<file path="src/rtl/fetch_pkg.sv">
// Shared types and constants for the instruction-fetch stage.
package fetch_pkg;

  // FETCH: normal operation. DROP: the outstanding response belongs to a
  // path abandoned by a redirect and is discarded when it arrives.
  typedef enum logic [0:0] {
    FETCH = 1'b0,
    DROP  = 1'b1
  } fetch_state_e;

  localparam logic [31:0] NOP_INSTR        = 32'h0000_0000;
  localparam logic [31:0] DEFAULT_RESET_PC = 32'h0000_3000;

  // One buffered instruction word and the address it was fetched from.
  typedef struct packed {
    logic [31:0] instr;
    logic [31:0] pc;
  } fifo_entry_t;

  // Clear the byte-offset bits of an address.
  function automatic logic [31:0] word_align(input logic [31:0] a);
    return a & 32'hFFFF_FFFC;
  endfunction

endpackage

</file>
<file path="src/rtl/fetch_fifo2.sv">
// Two-entry FIFO of {instr, pc}. slot0 is always the head; outputs are
// register-only so the consumer sees no combinational path from memory.
module fetch_fifo2
  import fetch_pkg::*;
(
  input  logic        Clk,
  input  logic        Reset_n,
  input  logic        push,
  input  logic        pop,
  input  logic        flush,
  input  fifo_entry_t din,
  output fifo_entry_t head,
  output logic [1:0]  count
);

  fifo_entry_t slot0;
  fifo_entry_t slot1;
  logic        pop_ok;
  logic        push_ok;

  // Guard against popping an empty FIFO or pushing into a full one.
  always_comb begin
    pop_ok  = pop && (count != 2'd0);
    push_ok = push && ((count != 2'd2) || pop_ok);
  end

  // Storage and occupancy; flush wins over push/pop.
  always_ff @(posedge Clk or negedge Reset_n) begin
    if (!Reset_n) begin
      slot0 <= '0;
      slot1 <= '0;
      count <= '0;
    end else if (flush) begin
      count <= '0;
    end else begin
      case ({push_ok, pop_ok})
        2'b10: begin
          if (count == 2'd0) slot0 <= din;
          else               slot1 <= din;
          count <= count + 2'd1;
        end
        2'b01: begin
          slot0 <= slot1;
          count <= count - 2'd1;
        end
        2'b11: begin
          if (count == 2'd1) begin
            slot0 <= din;
          end else begin
            slot0 <= slot1;
            slot1 <= din;
          end
        end
        default: ;
      endcase
    end
  end

  assign head = slot0;

endmodule

</file>
<file path="src/rtl/if_fetch_unit.sv">
// Instruction-fetch stage: fetch PC, single-outstanding memory request,
// 2-entry return buffer, and redirect handling feeding the IF/ID register.
module if_fetch_unit #(
  parameter logic [31:0] RESET_PC = fetch_pkg::DEFAULT_RESET_PC
) (
  input  logic        Clk,
  input  logic        Reset_n,
  input  logic        IFIDWrite,
  input  logic        Redirect,
  input  logic [31:0] RedirectPC,
  output logic        ImReq,
  output logic [31:0] ImAddr,
  input  logic        ImAck,
  input  logic [31:0] ImData,
  output logic [31:0] Instruction,
  output logic [31:0] PC
);

  import fetch_pkg::*;

  fetch_state_e state;
  fetch_state_e state_nxt;
  logic [31:0]  fpc;
  logic [31:0]  fpc_nxt;
  logic         req_nxt;
  logic [31:0]  addr_nxt;

  logic         done;
  logic         hold;
  logic         push;
  logic         pop;
  logic [1:0]   count;
  logic [1:0]   count_nxt;
  fifo_entry_t  din;
  fifo_entry_t  head;

  // Handshake decode and FIFO control for this edge.
  always_comb begin
    done      = ImReq && ImAck;
    hold      = ImReq && !ImAck;
    push      = done && (state == FETCH) && !Redirect;
    pop       = (count != 2'd0) && !IFIDWrite;
    din.instr = ImData;
    din.pc    = ImAddr;
    if (Redirect) count_nxt = 2'd0;
    else          count_nxt = count + 2'(push) - 2'(pop);
  end

  fetch_fifo2 u_fifo (
    .Clk     (Clk),
    .Reset_n (Reset_n),
    .push    (push),
    .pop     (pop),
    .flush   (Redirect),
    .din     (din),
    .head    (head),
    .count   (count)
  );

  // Next state, fetch pointer and next request.
  // A held request keeps its address even across a redirect; the new
  // target is only issued once the old transfer has completed.
  always_comb begin
    state_nxt = state;
    fpc_nxt   = fpc;
    req_nxt   = 1'b0;
    addr_nxt  = ImAddr;

    case (state)
      FETCH:   if (Redirect && hold) state_nxt = DROP;
      DROP:    if (done)             state_nxt = FETCH;
      default:                       state_nxt = FETCH;
    endcase

    if (Redirect)  fpc_nxt = word_align(RedirectPC);
    else if (push) fpc_nxt = fpc + 32'd4;

    if (hold) begin
      req_nxt  = 1'b1;
      addr_nxt = ImAddr;
    end else begin
      req_nxt  = (count_nxt < 2'd2) && (state_nxt != DROP);
      addr_nxt = fpc_nxt;
    end
  end

  // State, fetch pointer and registered memory request.
  always_ff @(posedge Clk or negedge Reset_n) begin
    if (!Reset_n) begin
      state  <= FETCH;
      fpc    <= RESET_PC;
      ImReq  <= 1'b0;
      ImAddr <= RESET_PC;
    end else begin
      state  <= state_nxt;
      fpc    <= fpc_nxt;
      ImReq  <= req_nxt;
      ImAddr <= addr_nxt;
    end
  end

  // IF/ID sees the buffer head, or a bubble when the buffer is empty.
  always_comb begin
    if (count != 2'd0) begin
      Instruction = head.instr;
      PC          = head.pc;
    end else begin
      Instruction = NOP_INSTR;
      PC          = 32'h0;
    end
  end

endmodule

</file>
<file path="config.mk">
export PLATFORM = sky130hd
export DESIGN_NAME = if_fetch_unit
export DESIGN_NICKNAME = d
export VERILOG_FILES = /design/src/rtl/fetch_pkg.sv /design/src/rtl/fetch_fifo2.sv /design/src/rtl/if_fetch_unit.sv
export SDC_FILE = /design/constraint.sdc
export NUM_CORES = 1
export LEC_CHECK = 0
export CORE_ASPECT_RATIO = 0.6
export CORE_MARGIN = 2
export CORE_UTILIZATION = 38
export CTS_CLUSTER_SIZE = 10
export DETAILED_ROUTE_END_ITERATION = 10
export PLACE_DENSITY_LB_ADDON = 0.15
export SLEW_MARGIN = 15
export SYNTH_ARGS = -nofsm -noshare
export SYNTH_HDL_FRONTEND = slang
export SYNTH_SLANG_ARGS = --single-unit
export TNS_END_PERCENT = 100
</file>
<file path="constraint.sdc">
create_clock -name Clk -period 2.9 [get_ports Clk]
set_input_delay 0.435 -clock Clk [delete_from_list [all_inputs] [get_ports Clk]]
set_output_delay 0.435 -clock Clk [all_outputs]
set_load 0.1 [all_outputs]
</file>
* Yosys cells after proc, flatten, opt, wreduce, memory -nomap -nowiden
Index checks and enable logic that the tools add are counted.
** Storage, ports and cells
- Word-level logic and storage cells :: 63
- Register bits :: 196
** Cells by class
- Magnitude comparators :: 1
- Muxes and demuxes :: 17
- Reductions and logical operators :: 20
- Eq/ne operators :: 8
- Bitwise gates (word level) :: 3
- $add $sub $neg :: 5
** Operator list (number)
- two-way mux 64 bit :: 4
- case mux 64 bit (3 select lines) :: 1
- two-way mux 32 bit :: 4
- case mux 64 bit (2 select lines) :: 1
- adder 32 x 3 -> 32 bit (second input constant) :: 1
- logical AND 1 bit :: 9
- != test 2 bit (second input constant) :: 3
- nonzero test 3 bit :: 2
- == test 2 x 1 -> 1 bit (second input constant) :: 2
- == test 2 bit (second input constant) :: 2
- two-way mux 2 bit :: 2
- case mux 2 bit (2 select lines) :: 1
- AND reduction 4 bit :: 1
- nonzero test 2 bit :: 2
- zero test 1 bit :: 3
- two-way mux 1 bit :: 3
- inverter 1 bit :: 3
- AND reduction 3 bit :: 1
- adder 2 x 1 -> 2 bit :: 1
- adder 2 x 1 -> 2 bit (second input constant) :: 1
- zero test 2 bit :: 1
- less-than comparator 2 bit (second input constant) :: 1
- != test 2 x 1 -> 1 bit (second input constant) :: 1
- case mux 1 bit (2 select lines) :: 1
- 3 further kinds :: 3

* Logic depth before layout (Yosys ltp)
Gate-level depths: netlist of the first run.
- Depth after elaboration :: 9
- Gate-level depth with buffers :: 9

* Cells and area by module
Synthesis of the first run repeated with hierarchy kept, for this count alone.
** Second synthesis, totals
- Cell total of the unflattened synthesis :: 830
- Area total of the unflattened synthesis :: 9296.4 um^2
** By module, submodules not included
- fetch_fifo2 :: seq. area each 3253.1 um^2, times used 1, area each 5575.3 um^2, cells an instance 436
- if_fetch_unit :: seq. area each 1656.6 um^2, times used 1, area each 3721.1 um^2, cells an instance 394

* Worst setup path before layout of the first run
OpenSTA, ideal clock, no wires.
- Path type :: register to output
- Start :: register u_fifo.count[1]
- End :: output port Instruction[0]
- Buffers on the path :: 2
- Arrival time :: 2.459 ns
- Cell stages (with the launch flop) :: 6
- Path slack :: 0.006 ns
- Cells stage by stage :: dfrtp_1 > inv_1 > ha_1 > clkbuf_1 > clkbuf_1 > nor2b_1
** Between the ends
- Word-level cells in the longest chain between the ends :: 2
** Ends and longest elaborated chain
- from (decl) :: RTL line fetch_fifo2.sv:13 : output logic [1:0] count
- from (signal assigned) :: RTL line fetch_fifo2.sv:40 : count <= count + 2'd1;
- from (signal assigned) :: RTL line fetch_fifo2.sv:44 : count <= count - 2'd1;
- nonzero test 2 bit :: RTL line if_fetch_unit.sv:104 : if (count != 2'd0) begin
- two-way mux 32 bit :: RTL line if_fetch_unit.sv:104
- to (decl) :: RTL line if_fetch_unit.sv:15 : output logic [31:0] Instruction,
Every way passes these cells.

* Worst setup path after layout of the first run
- Start :: register u_fifo.count[0]
- End :: output port PC[15]
** Between the ends
- Word-level cells in the longest chain between the ends :: 2
** Ends and longest elaborated chain
- nonzero test 2 bit :: RTL line if_fetch_unit.sv:104
- two-way mux 32 bit :: RTL line if_fetch_unit.sv:104
- to (decl) :: RTL line if_fetch_unit.sv:16 : output logic [31:0] PC
Every way passes these cells.

==> impl_metrics.yaml, run 1 <==
clocking:
  post_cts_resized: 0
  clockBufferDepth: 2
  cts_sinks: 196
  cts_tree: "built"
  cts_buffers: 17
  cts-htree-levels: 4
  post_cts_buffers: 0
  postCtsHoldBufs: 0
  clk_pin_slew_worst_paths_ns: 0.07
  root_buffer: "clkbuf_16"
  clk_latency_ns: 0.44
logic_synthesis:
  synthCells: 826
  synth-seq-cells: 196
  synth_largest_area_cell: "dfrtp_1"
  ys.flop_type: "dfrtp_1"
  synth_area_um2: 9376
  synth_edf_count: 0
  synth.top_cell.area_share: 0.5124
  ys_warn_count: 0
  yosysUniqueCellTypes: 53
  yosysSeqAreaShare: 0.5236
  synth.area.top_cells: "dfrtp_1 (51%), mux2_2 (9.2%), mux2i_1 (6.9%)"
  synth_area_per_cell_um2: 11.35
  syn_nets: 900
  async_flop_share: 1.000
place:
  gp_congestion: 0.8030
  io_buffer_count: 163
  post-place-ws_ns: 0.1631
  hpwl_um: 15800
timing:
  setup_violations: 0
  setup_ws_ns: 0.2496
  slew_headroom: 0.5098
  period_share: 0.9139
  worst_pin_slew_ns: 0.7353
  fin_tns_setup_ns: 0
  post-route-min-period_ns: 2.650
  skew_ns: 0.008732
  rsz0062_at_grt: "no"
  maxSlewViolCount: 0
  hold_viol: 0
  clock.fmax_ghz: 0.3773
power:
  vdd_drop_max_v: 0.001079
  p_per_area_nw_per_um2: 1171
  p_leak_nw: 5.090
critical_path:
  critPathSlowestCell: "ha_4"
  start_kind: "flip-flop"
  rrSetupSlack_ns: 0.63
  worst-path-max-fanout: 27
  critical_path.cell_chain: "inv_1, ha_4, buf_4, nor2b_1, buf_4"
  crit_path_frequent_cell: "buf_4"
  rr_worst_depth: 7
  required_ns: 2.47
  arrival_ns: 2.22
  timing.rr.start: "ImReq$_DFF_PN0_"
  timing.rr.end: "u_fifo.head[14]$_DFFE_PN0P_"
  critPathMaxStageDelay_ns: 0.42
  endpoint_kind: "output pin"
  path_class: "reg -> out"
global_route:
  grt_pass1_vias: 6557
  antenna_found_initial: 0
  grt_max_degree: 129
  grt_pass1_wl_um: 37030
  grt_overflow_total: 0
  grt_use_total: 0.1856
drt:
  routed_wl_um: 23180
  first_pass_iters: 4
  ant_nets: 0
  post_drt_wl_per_cell_um: 17.56
  drc: 0
  vias: 6580
  viasPerCell: 4.985
  drt_iter0_drc: 307
finish:
  mostFrequentLayoutCells: "dfrtp_1 (192), buf_4 (121), nand2_1 (100)"
  n_antenna_cell: 0
  area_growth_pct: 25.99
  fin_nets: 1060
  layout_commonest_cell: "dfrtp_1"
  drive_gt1_frac: 0.2615
run_status:
  status: "finished, final reports clean"
floorplan:
  coreArea_um2: 24220
  fp.dieW_um: 206.8
  dieArea_um2: 25990
  die_y_um: 125.7
  ios: 166
  start_util: 0.3871
  fp-row-count: 44
worst_hold_path:
  min_path_type: "in -> async"
run:
  drv_cap: 0
-- layer usage --
metal / track usage / vias up / share of wire
met5: 0 / - / 0
met4: 0.05048 / 0 / 0.012
met3: 0.03804 / 18 / 0.044
met2: 0.2552 / 125 / 0.40
met1: 0.2929 / 3210 / 0.54
li1: - / 3227 / -
-- state kept, by name, indices dropped and copies added (netlist names) --
register,cells
u_fifo.count,2
u_fifo.slot1,64
ImAddr,32
state,1
u_fifo.head,64
fpc,32
ImReq,1
-- synthesized netlist by cell type, drive strengths merged, types with 16 or more instances --
library cell,number
a221o,16
and3,19
buf,18
clkbuf,35
dfrtp,192
mux2,87
mux2i,65
nand2,100
nand3,18
nor2b,71
o21ai,80
xnor2,22
-- metrics by stage --
stage | power (mW) | cells | hold slack [ns] | utilization | cell area (µm²)
after CTS | 13.98 | 1320 | 0.05669 | 0.4877 | 11810
final | 13.84 | 1320 | 0.005651 | 0.4877 | 11810
after global placement | 11.49 | 1289 | 0.4542 | 0.4636 | 11230
after global routing | 14.63 | 1320 | 0.05687 | 0.4877 | 11810
after detailed placement | 11.57 | 1289 | 0.4623 | 0.4636 | 11230
after floorplan | 9.818 | 826 | 0.1394 | - | 9376
-- worst max-delay path by stage --
stage / slack [ns] / depth (start not counted) / end / from
after floorplan: 0.006 / 5 / Instruction[0] / u_fifo.count[1]$_DFFE_PN0P_
after global placement: 0.20 / 8 / u_fifo.head[21]$_DFFE_PN0P_ / ImAck
after detailed placement: 0.16 / 8 / u_fifo.head[18]$_DFFE_PN0P_ / ImAck
after CTS: 0.22 / 5 / PC[19] / u_fifo.count[0]$_DFFE_PN0P_
after global routing: 0.12 / 5 / PC[15] / u_fifo.count[0]$_DFFE_PN0P_
final: 0.25 / 5 / PC[15] / u_fifo.count[0]$_DFFE_PN0P_
-- final cells by class --
cell class	count	area, µm²
multi-input combinational	573	4194
clock buffer	20	456.7
sequential	196	4910
inverter	4	15.01
timing repair buffer	194	1708
tap	322	402.9
clock inverter	11	127.6
fill	2280	12410
-- critical path: cells and delay by family (launching register included) --
kind                       cells  cell delay, ns
DFF                            1            0.38
adders and majority gates      1            0.42
buffers and inverters          3            0.81
and+or+nand+nor                1            0.12
-- cell families (layout without fill, tap and decap cells) --
kind of cell,Yosys count,after routing,share of synthesized area
compound gates,120,120,0.07953
xor+xnor,27,27,0.02522
fa+ha+maj,5,5,0.006672
buf+inv,57,229,0.03349
flops,196,196,0.5236
mux,152,152,0.1779
simple gates,269,269,0.1536
-- power by group --
group / total, mW / switching [mW] / internal (mW)
registers: 4.30 / 0.578 / 3.72
clock network: 2.39 / 1.08 / 1.32
logic: 7.15 / 4.99 / 2.15
Note: power is estimated with default switching activity, not from simulation.
==> inputs of run 2 (changes only) <==
--- a/config.mk
+++ b/config.mk
@@ -12,4 +12,5 @@
 export DETAILED_ROUTE_END_ITERATION = 10
 export PLACE_DENSITY_LB_ADDON = 0.15
+export SETUP_SLACK_MARGIN = 0.5
 export SLEW_MARGIN = 15
 export SYNTH_ARGS = -nofsm -noshare
==> constraint.sdc (replaced) <==
create_clock -name Clk -period 2.9 [get_ports Clk]
set_input_delay 0.435 -clock Clk [delete_from_list [all_inputs] [get_ports Clk]]
set_output_delay 0.435 -clock Clk [all_outputs]
set_load 0.005 [all_outputs]
==> run 2 against run 1 <==
Clock-buffer cell count is the same. Largest cell class unchanged. Sequential cell count is the same. Largest power group unchanged. Utilization grew 1.9 points. Maximum frequency grew 10%. Global-route usage grew 0.28 points. Critical path depth is the same.
==> impl_metrics.yaml, run 2 (synthesized netlist as in run 1, its figures left out) <==
timing:
  period_share: 0.8284
  maxSlewViolCount: 0
  post-route-min-period_ns: 2.402
  rsz0062_at_grt: "yes"
  hold_viol: 0
  setup_violations: 0
  clock.fmax_ghz: 0.4163
  fin_tns_setup_ns: 0
  worst_pin_slew_ns: 0.7446
  skew_ns: 0.005656
  slew_headroom: 0.5036
critical_path:
  start_kind: "flip-flop"
  path_class: "reg -> out"
  endpoint_kind: "output pin"
  arrival_ns: 1.97
  required_ns: 2.47
  worst-path-max-fanout: 13
clocking:
  clockBufferDepth: 2
  cts_tree: "built"
  cts_sinks: 196
  clk_latency_ns: 0.43
  clk_pin_slew_worst_paths_ns: 0.07
  postCtsHoldBufs: 0
  cts_buffers: 17
  cts-htree-levels: 4
  root_buffer: "clkbuf_16"
power:
  vdd_drop_max_v: 0.0005023
  p_leak_nw: 5.457
  p_per_area_nw_per_um2: 921.5
drt:
  first_pass_iters: 4
  drc: 0
  routed_wl_um: 24380
  highest_layer: "met4"
  drt_iter0_drc: 245
  routed-wl-met2_um: 10200
  vias: 6701
  viasPerCell: 5.046
  met3_length_um: 1212
  met1_length_um: 12780
  post_drt_wl_per_cell_um: 18.36
  ant_nets: 0
worst_hold_path:
  min_path_type: "in -> async"
place:
  io_buffer_count: 163
  gp_congestion: 0.8021
  hpwl_um: 15910
floorplan:
  start_util: 0.3871
  fp-row-count: 44
  dieArea_um2: 25990
  fp.dieW_um: 206.8
  ios: 166
  coreArea_um2: 24220
  die_y_um: 125.7
finish:
  postLayoutCoreUtil: 0.5065
  fin_nets: 1070
  layout_commonest_cell: "dfrtp_1"
  mostFrequentLayoutCells: "dfrtp_1 (192), clkdlybuf4s50_1 (134), nand2_1 (100)"
  drive_gt1_frac: 0.1819
  area_growth_pct: 30.85
  n_antenna_cell: 0
  n_fill_cell: 2229
run_status:
  status: "finished, final reports clean"
global_route:
  grt_use_total: 0.1884
  grt_max_degree: 129
  grt_pass1_wl_um: 37310
  grt_overflow_total: 0
  antenna_found_initial: 0
  grt_pass1_vias: 6353
run:
  drv_cap: 0
## run 2: cell count changes in the layout (fill, tap and decap cells not counted), moves of 2 or more
cell,delta
buf_4,-93
buf_6,+2
clkbuf_16,+2
clkdlybuf4s50_1,+70
clkinv_4,-2
clkinvlp_4,-2
dlygate4sd2_1,+2
dlymetal6s2s_1,+25
inv_1,-2
inv_2,+2
nor2b_1,-8
nor2b_2,+8
## run 2: final timing paths
check	startpoint	endpoint	slack, ns	cells after the start
setup / recovery	u_fifo.count[0]$_DFFE_PN0P_	PC[13]	0.50	5
hold reg to reg	u_fifo.head[61]$_DFFE_PN0P_	u_fifo.head[61]$_DFFE_PN0P_	0.47	2
setup reg to reg	u_fifo.count[1]$_DFFE_PN0P_	u_fifo.slot1[38]$_DFFE_PN0P_	0.61	6
hold / removal	Reset_n	u_fifo.head[29]$_DFFE_PN0P_	0.02	1
min in group Clk	Redirect	fpc[7]$_DFF_PN0_	0.44	3
max in group asynchronous	Reset_n	ImAddr[13]$_DFFE_PN1P_	1.99	2
## run 2: stage by stage
step / instance area (µm²) / total power [mW] / hold slack [ns] / worst slack [ns] / instances
finish: 12270 / 11.31 / 0.01598 / 0.4978 / 1328
global route: 12270 / 12.08 / 0.06457 / 0.4036 / 1328
CTS: 12120 / 11.28 / 0.07922 / 0.4617 / 1322
detailed placement: 11460 / 8.675 / 0.4624 / 0.1867 / 1286
global placement: 11460 / 8.590 / 0.4547 / 0.2168 / 1286
floorplan: 9376 / 6.776 / 0.1394 / 0.8199 / 826
## run 2: worst max-delay path: stages, from the launching register on
cell and delay, ns:
dfrtp_1 0.36, inv_2 0.06, ha_4 0.23, buf_12 0.18, nor2b_1 0.10, clkdlybuf4s50_1 0.59
## run 2: where the power goes
group | switching, mW | internal, mW
sequential | 0.596 | 3.72
combinational | 2.09 | 2.47
clock | 1.03 | 1.39
## run 2: layout make-up
type                       count  area [µm²]  share of cell area
sequential                   196        4910              0.4002
multi-input combinational    573        4222              0.3441
timing repair buffer         204        2133              0.1739
clock buffer                  20       456.7             0.03722
tap                          322       402.9             0.03284
clock inverter                 9       130.1             0.01061
inverter                       4       15.01            0.001224
## run 2: repair_timing
item / in CTS / in global routing
buffers inserted: 7 / 4
gates resized for setup: 7 / 34
cloned: 0 / 2
endpoints found under the setup margin: 64 / 65
pin swaps: 1 / 2
## run 2: per-layer routing
layer	GRT usage	vias up
met3	0.04167	16
met1	0.2983	3292
met4	0.04047	0
li1	-	3245
met2	0.2605	148
met5	0	-
